$ cat config.mk
export PLATFORM = sky130hd
export DESIGN_NAME = mem_bus_arbiter
export DESIGN_NICKNAME = d
export VERILOG_FILES = /design/src/rtl/mem_arb_pkg.sv /design/src/rtl/bus_watchdog.sv /design/src/rtl/mem_bus_arbiter.sv
export SDC_FILE = /design/constraint.sdc
export NUM_CORES = 1
export LEC_CHECK = 0
export CAP_MARGIN = 20
export CORE_ASPECT_RATIO = 0.8
export CORE_MARGIN = 4
export CORE_UTILIZATION = 41
export CTS_BUF_LIST = sky130_fd_sc_hd__clkbuf_4
export CTS_CLUSTER_DIAMETER = 200
export CTS_CLUSTER_SIZE = 16
export DETAILED_ROUTE_END_ITERATION = 8
export PLACE_DENSITY = 0.95
export SLEW_MARGIN = 20
export SYNTH_ARGS = -nofsm -noshare
export SYNTH_HDL_FRONTEND = slang
export SYNTH_SLANG_ARGS = --single-unit
$ cat constraint.sdc
create_clock -name clk -period 4.2 [get_ports clk]
set_input_delay 0.84 -clock clk [delete_from_list [all_inputs] [get_ports clk]]
set_output_delay 0.84 -clock clk [all_outputs]
set_load 0.02 [all_outputs]
$ cat src/rtl/mem_arb_pkg.sv
// Shared types for the IF/MEM memory bus arbiter: FSM states, owner encoding
// and default bus widths.
package mem_arb_pkg;

  localparam int DEF_ADDR_W = 32;
  localparam int DEF_DATA_W = 32;

  typedef enum logic [1:0] {
    IDLE   = 2'd0,
    BUSY_I = 2'd1,
    BUSY_D = 2'd2
  } state_e;

  typedef enum logic {
    OWN_I = 1'b0,
    OWN_D = 1'b1
  } owner_e;

  // Only meaningful while the bus is busy; IDLE maps to OWN_I but acks are gated.
  function automatic owner_e owner_of(state_e s);
    return (s == BUSY_D) ? OWN_D : OWN_I;
  endfunction

endpackage

$ cat src/rtl/bus_watchdog.sv
// Cycle counter that flags a bus transaction which has been outstanding for
// TIMEOUT cycles; reusable by any bus master.
module bus_watchdog #(
  parameter int TIMEOUT = 16
) (
  input  logic clk,
  input  logic rst_n,
  input  logic clr,
  input  logic en,
  output logic expired
);

  localparam logic [7:0] LAST = 8'(TIMEOUT - 1);

  logic [7:0] count;

  always_ff @(posedge clk or negedge rst_n) begin
    if (!rst_n) begin
      count <= '0;
    end else if (clr) begin
      count <= '0;
    end else if (en) begin
      count <= count + 8'd1;
    end
  end

  assign expired = en && (count == LAST);

endmodule

$ cat src/rtl/mem_bus_arbiter.sv
// Shares one single-ported memory bus between the fetch port (I) and the
// load/store port (D); D has priority, bounded by an anti-starvation streak.
module mem_bus_arbiter
  import mem_arb_pkg::*;
#(
  parameter int ADDR_W       = DEF_ADDR_W,
  parameter int DATA_W       = DEF_DATA_W,
  parameter int STARVE_LIMIT = 4,
  parameter int TIMEOUT      = 16
) (
  input  logic              clk,
  input  logic              rst_n,
  input  logic              i_req,
  input  logic [ADDR_W-1:0] i_addr,
  output logic              i_ack,
  output logic [DATA_W-1:0] i_rdata,
  output logic              i_err,
  input  logic              d_req,
  input  logic              d_we,
  input  logic [ADDR_W-1:0] d_addr,
  input  logic [DATA_W-1:0] d_wdata,
  output logic              d_ack,
  output logic [DATA_W-1:0] d_rdata,
  output logic              d_err,
  output logic              m_req,
  output logic              m_we,
  output logic [ADDR_W-1:0] m_addr,
  output logic [DATA_W-1:0] m_wdata,
  input  logic              m_ack,
  input  logic [DATA_W-1:0] m_rdata
);

  localparam logic [3:0] STREAK_MAX = 4'(STARVE_LIMIT);

  state_e     state;
  owner_e     owner;
  logic [3:0] streak;
  logic       busy;
  logic       done;
  logic       wdog_expired;

  assign busy  = (state != IDLE);
  assign owner = owner_of(state);
  assign done  = busy && (m_ack || wdog_expired);

  bus_watchdog #(
    .TIMEOUT(TIMEOUT)
  ) u_wdog (
    .clk    (clk),
    .rst_n  (rst_n),
    .clr    (!busy || done),
    .en     (busy),
    .expired(wdog_expired)
  );

  // Completion is reported in the same cycle as m_ack or the watchdog expiry.
  assign i_ack   = done && (owner == OWN_I);
  assign d_ack   = done && (owner == OWN_D);
  assign i_err   = i_ack && !m_ack;
  assign d_err   = d_ack && !m_ack;
  assign i_rdata = (i_ack && m_ack) ? m_rdata : '0;
  assign d_rdata = (d_ack && m_ack) ? m_rdata : '0;

  // NOTE: sequential state uses non-blocking assignments so every register
  // samples pre-edge values, independent of statement order.
  always_ff @(posedge clk or negedge rst_n) begin
    if (!rst_n) begin
      state   <= IDLE;
      streak  <= '0;
      m_req   <= 1'b0;
      m_we    <= 1'b0;
      m_addr  <= '0;
      m_wdata <= '0;
    end else begin
      case (state)
        IDLE: begin
          if (d_req && (!i_req || streak < STREAK_MAX)) begin
            state   <= BUSY_D;
            m_req   <= 1'b1;
            m_we    <= d_we;
            m_addr  <= d_addr;
            m_wdata <= d_wdata;
            // Count only D grants that actually made a waiting fetch wait.
            if (i_req) streak <= (streak == STREAK_MAX) ? streak : streak + 4'd1;
            else       streak <= '0;
          end else if (i_req) begin
            state   <= BUSY_I;
            m_req   <= 1'b1;
            m_we    <= 1'b0;
            m_addr  <= i_addr;
            m_wdata <= '0;
            streak  <= '0;
          end
        end
        BUSY_I, BUSY_D: begin
          if (done) begin
            state <= IDLE;
            m_req <= 1'b0;
          end
        end
        default: begin
          state <= IDLE;
          m_req <= 1'b0;
        end
      endcase
    end
  end

endmodule

# Word level (Yosys, flattened, before mapping)
# Cells that the tools add are included.
# op_classes
n_eq_ne	7
reduce_logical	23
magnitude_cmp	1
addsub	2
bitwise_logic	1
n_mux	23
# op_table
cell	count
$mux 32	6
$mux 4	4
$mux 8	2
$logic_and 1x1->1	9
$add 8x1->8 const B	1
$eq 8x4->1 const B	1
$mux 1	6
$mux 2	3
$ne 3x3->1 const B	2
$reduce_bool 2->1	3
$add 4x1->4 const B	1
$eq 4x3->1 const B	1
$lt 4x3->1 const B	1
$pmux 2 s2	1
$reduce_and 2->1	2
$logic_not 1->1	3
$logic_or 1x1->1	3
$reduce_and 3->1	1
$eq 2x1->1 const B	1
$eq 2x2->1 const B	1
$logic_not 2->1	1
$ne 2x2->1 const B	1
$pmux 1 s2	1
$reduce_or 2->1	1
$not 1->1	1
# totals
inputBits	134
wordCells	64
regBits	80
output_inout_bits	134

# Logic depth before layout (Yosys ltp)
# Gate-level depths: netlist (run 1).
# logic_depth
word_depth	7
depth_mapped	8

# Cells and area by module
# From an unflattened synthesis (run 1), not the netlist that was laid out.
# hier_totals
hier_cells	479
area_unflattened_um2	4365.4
# by_module_without_submodules
mod	seq_area_each_um2	cells_per_inst	instances	area_each_um2
mem_bus_arbiter	1801.7	439	1	3951.3
bus_watchdog	200.2	40	1	414.1

# Worst setup path after synthesis (run 1)
# OpenSTA, ideal clock, no wires.
# synth_timing
path_kind	register -> output
start	reg state[1]
end	out i_err
arrival_time_ns	1.698
required_time_ns	3.360
path_stages_with_launch	6
n_path_buf	2
setup_slack_ns	1.662
cell_sequence	dfrtp_1 -> inv_1 -> ha_1 -> buf_4 -> buf_2 -> nor4_1
# synth_via
elab_chain_len	6
word_cells_on_any_way	9
classes_between	eq/ne: 1; mux: 1; bitwise: 1; reduce/logical: 6
# synth_lines
item	line	text
from (decl)	mem_bus_arbiter.sv:35	state_e state;
from (signal assigned)	mem_bus_arbiter.sv:68	state <= IDLE;
from (signal assigned)	mem_bus_arbiter.sv:78	state <= BUSY_D;
from (signal assigned)	mem_bus_arbiter.sv:87	state <= BUSY_I;
$reduce_bool 2->1	mem_bus_arbiter.sv:42	assign busy = (state != IDLE);
$logic_and 1x1->1	bus_watchdog.sv:27	assign expired = en && (count == LAST);
$logic_or 1x1->1	mem_bus_arbiter.sv:44	assign done = busy && (m_ack || wdog_expired);
$logic_and 1x1->1	mem_bus_arbiter.sv:44	
$logic_and 1x1->1 *	mem_bus_arbiter.sv:57	assign i_ack = done && (owner == OWN_I);
$logic_and 1x1->1 *	mem_bus_arbiter.sv:59	assign i_err = i_ack && !m_ack;
to (decl)	mem_bus_arbiter.sv:17	output logic i_err,
# Mark *: on every way between the ends. The rest lies on a longest branch, timed or not.

# Worst setup path in the final report (run 1)
# layout_timing
start	reg state[0]
end	out i_rdata[18]
# layout_via
elab_chain_len	7
word_cells_on_any_way	10
classes_between	eq/ne: 1; mux: 2; bitwise: 1; reduce/logical: 6
# layout_lines
item	line	text
$reduce_bool 2->1	mem_bus_arbiter.sv:42	
$logic_and 1x1->1	bus_watchdog.sv:27	
$logic_or 1x1->1	mem_bus_arbiter.sv:44	
$logic_and 1x1->1	mem_bus_arbiter.sv:44	
$logic_and 1x1->1 *	mem_bus_arbiter.sv:57	
$logic_and 1x1->1 *	mem_bus_arbiter.sv:61	assign i_rdata = (i_ack && m_ack) ? m_rdata : '0;
$mux 32 *	mem_bus_arbiter.sv:61	
to (decl)	mem_bus_arbiter.sv:16	output logic [DATA_W-1:0] i_rdata,
# Marks and branches as above.

==> impl_metrics.toml, run 1 <==
[timing]
rsz0062_at_grt = "false"
max_freq_mhz = 269
slew_headroom_pct = 43.2
period_minus_slack_ns = 3.72
finalHoldWorstSlack_ns = 0.438
hold_violations = 0
final.period_utilization_pct = 88.6
fin_skew_ns = 0.0165
finalSetupTns_ns = 0
maxSlewViolCount = 0
tightestPinTransition_ns = 0.849
setup_viol = 0

[final_layout]
drive_gt1_share_pct = 4.65
nFillCells = 735
n_antenna_cell = 0
final_cells = 867
final_cell_area_um2 = 7020
nets = 865
area_delta_synth_final_pct = 68.4

[place]
dp.cells = 851
post-dp-hpwl_um = 11800
gp_congestion = 0.973
placed_area_um2 = 6910
io_buffers = 267

[power_and_ir_drop]
power_frac_seq_pct = 31.0
power_switching_mw = 1.79
comb_power_share_pct = 59.3
p_total_mw = 4.09
power_density_nw_per_um2 = 582
p_int_mw = 2.30
leakage_nw = 2.85
vdd_drop_max_mv = 0.376
switching_share_pct = 43.8
clkPwrFrac_pct = 9.7

[logic_synthesis]
synth.most_common_cell = "nand2_1"
syn_avg_cell_area_um2 = 8.71
yosysWarnings = 0
syn_area_um2 = 4170
post-synth-top-area-fraction_pct = 48.0
ys_async_sr_fraction_pct = 100
synth-edff-count = 0
yosysTopAreaCell = "dfrtp_1"
synth-seq-cells = 80
synth-main-ff-cell = "dfrtp_1"
synth_seq_area_share_pct = 48.0
synth.area.top_cells = "dfrtp_1 48%, nand2_1 12%, and2_1 9.9%, o211ai_1 5.8%, nand4_1 5.0%"
ys_types = 37
syn_nets = 618
synthTopCellsByCount = "135 x nand2_1, 80 x dfrtp_1, 66 x and2_1"
synthCells = 479

[die]
start_util_pct = 42.7
top_level_ports = 268
die_w_um = 121
die_area_um2 = 11900
rows = 32
core_um2 = 9770
die_y_um = 98.2

[routing]
viasPerCell = 5.15
wl_um = 15500
num_vias = 4463
drc = 0
drtIter0Drc = 293
wl_per_cell_um = 17.9
firstDrtPassIters = 4
detail-route-antenna-nets = 0

[clocking]
worstSkewPairLatency_ns = 0.42
clk_path_buf_depth = 2
post_cts_buffers = 0
root_buffer = "clkbuf_4"
cts_resized = 0
numCtsBuffers = 9
cts.sinks = 80
cts.clk_slew.worst_paths_ns = 0.14
cts_tree = "yes"
hold_buffers = 0
cts_htree_levels = 3

[worst_setup_path]
reg2reg_slack_ns = 1.87
crit_path_frequent_cell = "buf_4"
cp.arrival_ns = 2.88
start_kind = "flop"
reg2reg_depth = 6
required_ns = 3.36
path_max_fanout = 32
crit_type = "reg -> out"
cp_top_family = "buffers and inverters"
r2r-start = "state[0]"
critPathBufInv = 4
r2r_end = "m_wdata[29]"
worst_path_max_delay_cell = "clkdlybuf4s50_1"
critPathMaxStageDelay_ns = 0.56
cp_cell_sequence = "inv_1, ha_2, buf_4, nor3b_2, buf_4, and2_1, clkdlybuf4s50_1"
end_kind = "output port"

[outcome]
status = "finished, final reports clean"

[min_path]
min_path_type = "in -> async"

[global_route]
grt_overflow = 0
grtUsageTotal_pct = 25.6
grt_pass1_wl_um = 24200
antenna_found_initial = 1
grt_pass1_vias = 4517
grt_max_degree = 81

[flow_run]
timing.max_cap.violations = 0
how the worst max path moves through the flow:
| stage | start | end | slack (ns) | cells after the start |
|---|---|---|---|---|
| 2_1_floorplan | state[1] | i_err | 1.66 | 5 |
| 3_3_place_gp | m_ack | d_rdata[15] | 0.65 | 5 |
| 3_5_place_dp | m_ack | i_rdata[18] | 0.57 | 5 |
| 4_1_cts | state[1] | i_rdata[18] | 0.43 | 7 |
| 5_1_grt | state[0] | i_rdata[18] | 0.32 | 7 |
| 6_report | state[0] | i_rdata[18] | 0.48 | 7 |
sequential cells by signal, summed over array words and instances, names as in the netlist:
name	cells
m_addr	32
m_wdata	32
u_wdog.count	8
m_req	1
state	2
streak	4
m_we	1
cells by family after synthesis:
group / after synthesis / synth area share [%]
simple gates: 257 / 30.8
compound gates: 87 / 13.7
flops: 80 / 48.0
buf+inv: 47 / 5.34
fa+ha+maj: 5 / 1.50
xor+xnor: 2 / 0.420
mux: 1 / 0.270
worst register-to-register path, delay by kind of cell, from the launching register on:
kind	cells	cell delay, ns
buffers and inverters	2	0.61
AOI/OAI and AO/OA	2	0.57
adders and majority gates	1	0.50
DFF	1	0.38
and+or+nand+nor	1	0.19
per-stage QoR:
step | util (%) | setup WS, ns
after floorplan | - | 1.66
after global placement | 70.7 | 0.653
after detailed placement | 70.7 | 0.566
after CTS | 71.9 | 0.434
after global routing | 71.9 | 0.322
final | 71.9 | 0.479
final cells by class:
| class | instances | area, um^2 | share of cell area, % |
|---|---|---|---|
| multi-input cells | 352 | 1960 | 27.9 |
| well taps | 136 | 170 | 2.42 |
| clock buffers | 9 | 67.6 | 0.962 |
| clock inverters | 7 | 47.5 | 0.677 |
| flip-flops and latches | 80 | 2000 | 28.5 |
| inverters | 7 | 26.3 | 0.374 |
| repair buffers | 276 | 2750 | 39.2 |
routing by layer:
metal	vias up	GRT usage, %	part of all wire, %
met5	-	0	0
li1	2124	-	-
met4	0	6.62	2.1
met3	26	7.87	8.0
met1	2137	32.6	41
met2	176	42.7	49
power groups by stage:
stage                     registers [mW]  clock network (mW)  logic (mW)
after global routing                1.31               0.445        2.60
final                               1.27               0.395        2.43
after detailed placement            1.28                   0        2.44
after global placement              1.26                   0        2.37
after CTS                           1.27               0.410        2.45
after floorplan                     1.63                   0       0.905
layout by cell type (no fill, tap or decap), types with 7 or more instances in the layout:
cell,Yosys,routed
o21ai_0,36,36
nand2_1,135,135
clkdlybuf4s50_1,0,266
dfrtp_1,80,80
o211ai_1,32,32
inv_1,7,7
and2_1,66,66
clkbuf_4,0,9
buf_4,3,8
nand4_1,33,33
Power figures use the tool's default switching activity.
==> run 2, diff against run 1 <==
--- a/config.mk
+++ b/config.mk
@@ -11,7 +11,7 @@
 export CORE_UTILIZATION = 41
 export CTS_BUF_LIST = sky130_fd_sc_hd__clkbuf_4
 export CTS_CLUSTER_DIAMETER = 200
-export CTS_CLUSTER_SIZE = 16
+export CTS_CLUSTER_SIZE = 10
 export DETAILED_ROUTE_END_ITERATION = 8
 export PLACE_DENSITY = 0.95
 export SLEW_MARGIN = 20
==> results of run 2 <==
The final DEF is identical to that of run 1; final timing and power are the same.
